`src/rtl/ipm2t_hssthp_lpll_pkg.sv`:
```
// ----------------------------------------------------------------------------
// ipm2t_hssthp_lpll_pkg
// Shared definitions for the multi-channel LPLL reset sequencer: the channel
// state enumeration and the timing constants derived from the free-running
// clock frequency (in MHz).
// ----------------------------------------------------------------------------
package ipm2t_hssthp_lpll_pkg;

  typedef enum logic [2:0] {
    IDLE      = 3'd0,
    POWERUP   = 3'd1,
    WAIT_LOCK = 3'd2,
    QUAL      = 3'd3,
    DONE      = 3'd4,
    FAIL      = 3'd5
  } lpll_state_e;

  // Powerdown release point, 30 us into POWERUP.
  function automatic int pd_cyc(input int f);
    return 32'sd30 * f;
  endfunction

  // Reset pulse start, floor(30.15 us * f).
  function automatic int rst_on_cyc(input int f);
    return (32'sd3015 * f) / 32'sd100;
  endfunction

  // Reset pulse end and POWERUP exit, floor(38.15 us * f).
  function automatic int rst_off_cyc(input int f);
    return (32'sd3815 * f) / 32'sd100;
  endfunction

  // Lock qualification window, 2 us.
  function automatic int qual_cyc(input int f);
    return 32'sd2 * f;
  endfunction

  // Lock-wait timeout.
  function automatic int tmo_cyc(input int f, input int us);
    return us * f;
  endfunction

  // Counter width large enough for the longest interval timed by one counter.
  function automatic int cntr_w(input int f, input int us);
    int longest;
    longest = (rst_off_cyc(f) > tmo_cyc(f, us)) ? rst_off_cyc(f) : tmo_cyc(f, us);
    return $clog2(longest + 32'sd1);
  endfunction

endpackage

```
`src/rtl/ipm2t_hssthp_lpll_chan_fsm.sv`:
```
// ----------------------------------------------------------------------------
// ipm2t_hssthp_lpll_chan_fsm
// One LPLL power-up / reset sequencer channel: lock synchroniser, sequencing
// FSM, shared interval counter and timeout retry counter.
//
// Ports:
//   clk          free-running clock
//   rst          synchronous active-high reset
//   pll_lock_i   raw LPLL lock (asynchronous)
//   rst_req_i    software re-reset pulse for this channel
//   powerdown_o  LPLL powerdown (registered)
//   lpll_rst_o   LPLL reset (registered)
//   done_o       channel locked and qualified (registered)
//   fail_o       sticky, retries exhausted (registered)
// ----------------------------------------------------------------------------
module ipm2t_hssthp_lpll_chan_fsm
  import ipm2t_hssthp_lpll_pkg::*;
#(
  parameter int FREE_CLOCK_FREQ = 100,
  parameter int LOCK_TIMEOUT_US = 100,
  parameter int MAX_RETRY       = 3,
  parameter int LOCK_LOSS_MON   = 1
) (
  input  logic clk,
  input  logic rst,
  input  logic pll_lock_i,
  input  logic rst_req_i,
  output logic powerdown_o,
  output logic lpll_rst_o,
  output logic done_o,
  output logic fail_o
);

  localparam int CW = cntr_w(FREE_CLOCK_FREQ, LOCK_TIMEOUT_US);

  localparam logic [CW-1:0] PD_C      = CW'(pd_cyc(FREE_CLOCK_FREQ));
  localparam logic [CW-1:0] RST_ON_C  = CW'(rst_on_cyc(FREE_CLOCK_FREQ));
  localparam logic [CW-1:0] RST_OFF_C = CW'(rst_off_cyc(FREE_CLOCK_FREQ));
  localparam logic [CW-1:0] QUAL_M1_C = CW'(qual_cyc(FREE_CLOCK_FREQ) - 32'sd1);
  localparam logic [CW-1:0] TMO_M1_C  = CW'(tmo_cyc(FREE_CLOCK_FREQ, LOCK_TIMEOUT_US) - 32'sd1);
  localparam logic [CW-1:0] CNTR_MAX  = {CW{1'b1}};
  localparam logic [2:0]    MAX_R     = 3'(MAX_RETRY);
  localparam logic          LLM_EN    = (LOCK_LOSS_MON != 32'sd0);

  logic [1:0]    lock_sync_q;
  logic          lock_s;
  lpll_state_e   state_q, state_d;
  logic [CW-1:0] cntr_q, cntr_d, cntr_inc_s;
  logic [2:0]    retry_q, retry_d;
  logic          powerdown_q, powerdown_d;
  logic          lpll_rst_q, lpll_rst_d;
  logic          done_q, done_d;
  logic          fail_q, fail_d;

  assign lock_s = lock_sync_q[1];
  // Counter saturates instead of wrapping.
  assign cntr_inc_s = (cntr_q == CNTR_MAX) ? cntr_q : (cntr_q + {{(CW-1){1'b0}}, 1'b1});

  // Two-flop synchroniser for the asynchronous lock input.
  always_ff @(posedge clk) begin
    if (rst) begin
      lock_sync_q <= 2'b00;
    end else begin
      lock_sync_q <= {lock_sync_q[0], pll_lock_i};
    end
  end

  // State, counters and registered outputs.
  always_ff @(posedge clk) begin
    if (rst) begin
      state_q     <= IDLE;
      cntr_q      <= {CW{1'b0}};
      retry_q     <= 3'd0;
      powerdown_q <= 1'b1;
      lpll_rst_q  <= 1'b0;
      done_q      <= 1'b0;
      fail_q      <= 1'b0;
    end else begin
      state_q     <= state_d;
      cntr_q      <= cntr_d;
      retry_q     <= retry_d;
      powerdown_q <= powerdown_d;
      lpll_rst_q  <= lpll_rst_d;
      done_q      <= done_d;
      fail_q      <= fail_d;
    end
  end

  // Next-state, counter and retry logic; the software request overrides all.
  always_comb begin
    state_d = state_q;
    cntr_d  = cntr_q;
    retry_d = retry_q;
    if (rst_req_i) begin
      state_d = IDLE;
      cntr_d  = {CW{1'b0}};
      retry_d = 3'd0;
    end else begin
      case (state_q)
        IDLE: begin
          state_d = POWERUP;
          cntr_d  = {CW{1'b0}};
        end
        POWERUP: begin
          if (cntr_q >= RST_OFF_C) begin
            state_d = WAIT_LOCK;
            cntr_d  = {CW{1'b0}};
          end else begin
            cntr_d = cntr_inc_s;
          end
        end
        WAIT_LOCK: begin
          // Terminal count is checked first so a lock arriving on the same
          // cycle still counts as a timeout.
          if (cntr_q >= TMO_M1_C) begin
            cntr_d = {CW{1'b0}};
            if (retry_q < MAX_R) begin
              retry_d = retry_q + 3'd1;
              state_d = IDLE;
            end else begin
              state_d = FAIL;
            end
          end else if (lock_s) begin
            state_d = QUAL;
            cntr_d  = {CW{1'b0}};
          end else begin
            cntr_d = cntr_inc_s;
          end
        end
        QUAL: begin
          // A drop restarts the lock wait without consuming a retry.
          if (!lock_s) begin
            state_d = WAIT_LOCK;
            cntr_d  = {CW{1'b0}};
          end else if (cntr_q >= QUAL_M1_C) begin
            state_d = DONE;
            retry_d = 3'd0;
          end else begin
            cntr_d = cntr_inc_s;
          end
        end
        DONE: begin
          retry_d = 3'd0;
          if (LLM_EN && !lock_s) begin
            state_d = IDLE;
            cntr_d  = {CW{1'b0}};
          end else begin
            state_d = DONE;
          end
        end
        FAIL: begin
          state_d = FAIL;
        end
        default: begin
          state_d = IDLE;
          cntr_d  = {CW{1'b0}};
          retry_d = 3'd0;
        end
      endcase
    end
  end

  // Output decode from the next state so outputs move together with it;
  // POWERUP edges are timed by the counter value being left.
  always_comb begin
    powerdown_d = 1'b1;
    lpll_rst_d  = 1'b0;
    done_d      = 1'b0;
    fail_d      = 1'b0;
    case (state_d)
      IDLE: begin
        powerdown_d = 1'b1;
      end
      POWERUP: begin
        if (state_q == POWERUP) begin
          powerdown_d = (cntr_q < PD_C);
          lpll_rst_d  = (cntr_q >= RST_ON_C);
        end else begin
          powerdown_d = 1'b1;
          lpll_rst_d  = 1'b0;
        end
      end
      WAIT_LOCK, QUAL: begin
        powerdown_d = 1'b0;
      end
      DONE: begin
        powerdown_d = 1'b0;
        done_d      = 1'b1;
      end
      FAIL: begin
        fail_d = 1'b1;
      end
      default: begin
        powerdown_d = 1'b1;
      end
    endcase
  end

  assign powerdown_o = powerdown_q;
  assign lpll_rst_o  = lpll_rst_q;
  assign done_o      = done_q;
  assign fail_o      = fail_q;

endmodule

```
`src/rtl/ipm2t_hssthp_multi_lpll_rst_ctrl.sv`:
```
// ----------------------------------------------------------------------------
// ipm2t_hssthp_multi_lpll_rst_ctrl
// Multi-channel LPLL power-up / reset sequencer for the HSSTHP wrapper. Each
// LPLL has an independent channel sequencer; the top level only registers the
// aggregate done flag.
//
// Ports:
//   clk               free-running clock, FREE_CLOCK_FREQ MHz
//   rst               synchronous active-high reset
//   i_pll_lock        raw LPLL lock per channel (asynchronous)
//   i_pll_rst_req     per-channel software re-reset pulse
//   o_lpll_powerdown  LPLL powerdown per channel
//   o_lpll_rst        LPLL reset per channel
//   o_lpll_done       channel locked and qualified
//   o_lpll_fail       sticky retries-exhausted flag
//   o_all_done        registered AND of o_lpll_done
// ----------------------------------------------------------------------------
module ipm2t_hssthp_multi_lpll_rst_ctrl
  import ipm2t_hssthp_lpll_pkg::*;
#(
  parameter int NUM_PLL         = 2,
  parameter int FREE_CLOCK_FREQ = 100,
  parameter int LOCK_TIMEOUT_US = 100,
  parameter int MAX_RETRY       = 3,
  parameter int LOCK_LOSS_MON   = 1
) (
  input  logic               clk,
  input  logic               rst,
  input  logic [NUM_PLL-1:0] i_pll_lock,
  input  logic [NUM_PLL-1:0] i_pll_rst_req,
  output logic [NUM_PLL-1:0] o_lpll_powerdown,
  output logic [NUM_PLL-1:0] o_lpll_rst,
  output logic [NUM_PLL-1:0] o_lpll_done,
  output logic [NUM_PLL-1:0] o_lpll_fail,
  output logic               o_all_done
);

  logic all_done_q;

  for (genvar k = 0; k < NUM_PLL; k++) begin : g_chan
    ipm2t_hssthp_lpll_chan_fsm #(
      .FREE_CLOCK_FREQ (FREE_CLOCK_FREQ),
      .LOCK_TIMEOUT_US (LOCK_TIMEOUT_US),
      .MAX_RETRY       (MAX_RETRY),
      .LOCK_LOSS_MON   (LOCK_LOSS_MON)
    ) u_chan (
      .clk         (clk),
      .rst         (rst),
      .pll_lock_i  (i_pll_lock[k]),
      .rst_req_i   (i_pll_rst_req[k]),
      .powerdown_o (o_lpll_powerdown[k]),
      .lpll_rst_o  (o_lpll_rst[k]),
      .done_o      (o_lpll_done[k]),
      .fail_o      (o_lpll_fail[k])
    );
  end

  // Aggregate done, one cycle behind the per-channel done flags.
  always_ff @(posedge clk) begin
    if (rst) begin
      all_done_q <= 1'b0;
    end else begin
      all_done_q <= &o_lpll_done;
    end
  end

  assign o_all_done = all_done_q;

endmodule

```
`config.mk`:
```
export PLATFORM = sky130hd
export DESIGN_NAME = ipm2t_hssthp_multi_lpll_rst_ctrl
export DESIGN_NICKNAME = d
export VERILOG_FILES = /design/src/rtl/ipm2t_hssthp_lpll_pkg.sv /design/src/rtl/ipm2t_hssthp_lpll_chan_fsm.sv /design/src/rtl/ipm2t_hssthp_multi_lpll_rst_ctrl.sv
export SDC_FILE = /design/constraint.sdc
export NUM_CORES = 1
export LEC_CHECK = 0
export ABC_CLOCK_PERIOD_IN_PS = 2400
export CORE_ASPECT_RATIO = 0.9
export CORE_MARGIN = 2
export CORE_UTILIZATION = 55
export DETAILED_ROUTE_END_ITERATION = 8
export HOLD_SLACK_MARGIN = 0.02
export PLACE_DENSITY = 0.7
export SKIP_CTS_REPAIR_TIMING = 1
export SLEW_MARGIN = 20
export SYNTH_ARGS = -nofsm -noshare
export SYNTH_HDL_FRONTEND = slang
export SYNTH_HIERARCHICAL = 1
export SYNTH_SLANG_ARGS = --single-unit
```
`constraint.sdc`:
```
create_clock -name clk -period 2.4 [get_ports clk]
set_input_delay 0.48 -clock clk [delete_from_list [all_inputs] [get_ports clk]]
set_output_delay 0.48 -clock clk [all_outputs]
set_load 0.01 [all_outputs]
```
### Word-level counts from Yosys, hierarchy flattened

Index checks and enable logic that the tools add are counted.

* register bits: 53
* memories kept: 0
* bits in read-only memories: 0
* memory bits (writable): 0
* output and inout bits: 9
* bits of input ports: 6
* latch bits: 0

* reduce and logical (&&, ||, !) cells: 15
* $mul: 0
* equality and inequality tests: 34
* mux-type cells: 52
* add/sub/neg operators: 4
* shift-type cells: 0
* bitwise gates (word level): 8
* div/mod/pow operators: 0
* $lt $le $gt $ge: 12

Operator list (count)
* $mux W14: 14
* $pmux W14 S5: 2
* $mux W3: 24
* $ge A14 B12 Y1 const B: 4
* $pmux W3 S6: 2
* $add A14 B1 Y14 const B: 2
* $eq A14 B14 Y1 const B: 2
* $ge A14 B14 Y1 const B: 2
* $ge A14 B8 Y1 const B: 2
* $lt A14 B12 Y1 const B: 2
* $eq A3 B2 Y1 const B: 8
* $eq A3 B3 Y1 const B: 8
* $pmux W3 S3: 2
* $reduce_or A3 Y1: 6
* $ne A2 B1 Y1 const B: 8
* $eq A3 B1 Y1 const B: 4
* $reduce_and A5 Y1: 2
* $not A1 Y1: 8
* $add A3 B1 Y3 const B: 2
* $logic_not A3 Y1: 2
* $lt A3 B2 Y1 const B: 2
* $mux W1: 6
* $ne A3 B3 Y1 const B: 2
* $reduce_and A3 Y1: 2
* 4 further kinds: 7

### Depth between registers and ports, before layout

* word-level depth: 8
* gate-level depth with buffers: 7

### Hierarchy

The synthesis kept the hierarchy.

By module, submodules not included
* ipm2t_hssthp_lpll_chan_fsm: sequential area each 520.5 um2, instances 2, cells an instance 190, area an instance 1572.8 um2
* ipm2t_hssthp_multi_lpll_rst_ctrl: sequential area each 20.0 um2, instances 1, cells an instance 2, area an instance 28.8 um2

### Least setup slack after synthesis

OpenSTA, ideal clock, no wires.

* path type: reg-to-reg
* start: register g_chan[0].u_chan.cntr_q[0]
* end: register g_chan[0].u_chan.cntr_q[8]
* stages on the path, launching flop included: 7
* arrival: 2.089 ns
* period minus slack after synthesis: 2.159 ns
* data required time: 2.330 ns
* slack: 0.241 ns
* library setup time: 0.070 ns
* buffers on the path: 0
* cells stage by stage: dfxtp_1 -> ha_1 -> a2111oi_4 -> o211ai_4 -> a2111oi_4 -> or3b_1 -> a21oi_1

* word-level cells in the longest chain between the ends: 5
* elaborated cells on any way between the ends: 14
* those cells by class: 1 x add/sub; 3 x order compare; 2 x eq/ne; 7 x mux; 1 x reduce/logical

RTL lines
* start, declared: line ipm2t_hssthp_lpll_chan_fsm.sv:48 `logic [CW-1:0] cntr_q, cntr_d, cntr_inc_s;`
* start signal, assigned: line ipm2t_hssthp_lpll_chan_fsm.sv:72 `cntr_q <= {CW{1'b0}};`
* start signal, assigned: line ipm2t_hssthp_lpll_chan_fsm.sv:80 `cntr_q <= cntr_d;`
* $add A14 B1 Y14 or $eq A14 B14 Y1 (tied branches): line ipm2t_hssthp_lpll_chan_fsm.sv:57 `assign cntr_inc_s = (cntr_q == CNTR_MAX) ? cntr_q : (cntr_q + {{(CW-1){1'b0}}, 1'b1});`
* $mux W14: line ipm2t_hssthp_lpll_chan_fsm.sv:57
* $mux W14 (on tied branches): line ipm2t_hssthp_lpll_chan_fsm.sv:135, ipm2t_hssthp_lpll_chan_fsm.sv:123
* $mux W14 (on tied branches): line ipm2t_hssthp_lpll_chan_fsm.sv:132, ipm2t_hssthp_lpll_chan_fsm.sv:115
* $pmux W14 S5: line ipm2t_hssthp_lpll_chan_fsm.sv:99 `case (state_q)`

Parallel ways exist; a longest one is shown, timed or not. The select of a mux whose other input is x is not followed.
A chain may end at the register's enable or synchronous reset.

### Worst setup path after layout

* start: register g_chan[0].u_chan.cntr_q[0]
* end: register g_chan[0].u_chan.cntr_q[11]

The elaborated chain is that of the path after synthesis.

==> qor.yml <==
cts_tree: "done"
syn_inst: 382
final_cell_area_sq_um: 3630
gr-usage-all-layers_pct: 25.6
root_buffer: "clkbuf_8"
postPlaceCellArea_sq_um: 3510
yosys_most_used_dff: "dfxtp_1"
setup_tns_ns: 0
h-tree-depth: 2
synth_top_area_share_pct: 33.4
cts_sinks: 53
yosys_warnings: 6
finalSetupViolCount: 0
p_leak_nw: 1.15
worstSetupPathType: "reg2reg"
layout.cells.non_filler: 478
io_buffers: 14
cts-buffers-inserted: 5
power_density_nw_per_um2: 407
nets: 418
required_ns: 2.64
async_flop_share_pct: 0
drt_iter0_markers: 231
drtAntennaViolNets: 0
grt_first_pass_wirelength_um: 13700
gp_congestion: 0.972
peakVddDrop_uv: 370
yosys-top-cells-area: "dfxtp_1 33%, a21oi_1 4.7%, nand2_1 4.3%"
cp.arrival_ns: 2.50
start_kind: "register"
dp.cells: 471
cp-end-kind: "register"
cts_max_path_buffers: 2
syn_area_per_cell_sq_um: 8.31
wirelength_um: 8200
synth_most_common_cell: "dfxtp_1"
synth_area_sq_um: 3170
grt_max_degree: 16
drv_slew: 0
rows: 26
insertion_delay_ns: 0.30
outcome: "completed"
ys_ff_latch: 53
synth_edf_count: 0
ys_types: 49
synth_top_area_cell: "dfxtp_1"
die-area_sq_um: 6400
antenna_cells: 0
min_path_type: "reg2reg"
period_share_pct: 94.3
max_freq_mhz: 442
antenna_found_initial: 0
coreArea_sq_um: 5630
synthTopCellsByCount: "53 x dfxtp_1, 36 x nand2_1, 30 x a21oi_1, 26 x nor2_1"
final_util_pct: 64.4
drc_errors: 0
avgViaCountPerCell: 6.69
ioPinCount: 15
hpwl_um: 5940
initial_core_util_pct: 56.4
grt_setup_unrepaired: "no"
wl_per_cell_um: 17.2
grt-ovfl-total: 0
grt_pass1_vias: 2760
min_period_ns: 2.26
fp.dieH_um: 76.1
worst_slew_pin_slew_ns: 0.547
via_count: 3197
final-hold-violation-count: 0
dr.pass1.iters: 5
synth_nets: 392
fin_skew_ns: 0.00670
cp_max_fo: 12
syn_to_final_growth_pct: 14.2
die_width_um: 84.1
cap_violations: 0
maxSlewHeadroom_pct: 63.2
ys_seq_area_share_pct: 33.4
clkTransAtPathRegs_ns: 0.09
drive_above_1_share_pct: 14.0
holdWs_ns: 0.462
final timing paths:
kind                                from                     endpoint  slack (ns)  cells after the start
max           g_chan[0].u_chan/cntr_q[0]  g_chan[0].u_chan/cntr_q[11]        0.14                      6
min          g_chan[0].u_chan/retry_q[2]  g_chan[0].u_chan/retry_q[2]        0.46                      2
max reg2reg   g_chan[0].u_chan/cntr_q[0]  g_chan[0].u_chan/cntr_q[11]        0.14                      6
min reg2reg  g_chan[0].u_chan/retry_q[2]  g_chan[0].u_chan/retry_q[2]        0.46                      2
area by class of cell:
type | instances | area [sq um]
Clock buffer | 6 | 82.6
Clock inverter | 1 | 7.51
Fill cell | 498 | 2000
Inverter | 6 | 22.5
Multi-Input combinational cell | 301 | 2020
Sequential cell | 53 | 1060
Tap cell | 70 | 87.6
Timing Repair Buffer | 41 | 343
registers in the layout, indices dropped and copies added (netlist names):
signal,cells
g_chan.u_chan/fail_o,2
g_chan.u_chan/state_q,6
g_chan.u_chan/retry_q,6
g_chan.u_chan/cntr_q,28
g_chan.u_chan/done_o,2
g_chan.u_chan/lpll_rst_o,2
g_chan.u_chan/powerdown_o,2
g_chan.u_chan/lock_sync_q,4
o_all_done,1
critical path, cell delays in order (launching register included):
cell and delay [ns]:
dfxtp_1 0.35, ha_1 0.29, a2111oi_4 0.41, o211ai_4 0.15, a21o_2 0.32, or4_1 0.52
a21oi_1 0.15
cell families after synthesis:
logic type / synth area share (%)
xor gates and xnor gates: 1.10
AOI/OAI and AO/OA: 30.5
adders and majority gates: 1.58
and+or+nand+nor: 29.8
buffers and inverters: 3.55
DFF: 33.4
per-layer routing:
metal | global-route usage [%] | part of all wire, % | vias up | wire, um
met3 | 4.12 | 7.1 | 6 | 583
li1 | - | - | 1548 | -
met5 | 0 | 0 | - | 0
met4 | 6.45 | 0.70 | 0 | 57
met1 | 41.2 | 50 | 1518 | 4080
met2 | 34.8 | 42 | 125 | 3480
where the power goes:
part           internal (mW)  switching (mW)
clock network          0.229           0.287
registers              0.885         0.00794
logic                 0.0302          0.0389
stage by stage:
| step | setup WS, ns | total power [mW] |
|---|---|---|
| after floorplan | 0.241 | 0.950 |
| after detailed placement | 0.0812 | 0.981 |
| after global placement | 0.132 | 0.981 |
| final | 0.137 | 1.48 |
| after CTS | 0.0458 | 1.49 |
| after global routing | 0.00562 | 1.54 |
cells in the final DEF, fill, tap and decap left out, types with 5 or more instances in the layout:
cell type        count
and3_1              10
clkbuf_8             6
a41oi_1              6
clkdlybuf4s50_1     14
nor3_1              16
a211oi_1            13
nand2b_1             5
dfxtp_1             53
nand2_1             36
nor4_1              16
o21ai_0             12
nand4_1              6
a21oi_1             30
nor2_1              26
nand3_1             11
or4_1                8
a31oi_1             10
o211ai_1             8
nor2b_1              6
buf_4               27
o31ai_1              8
o41ai_1              6
Note: power is estimated with default switching activity, not from simulation.
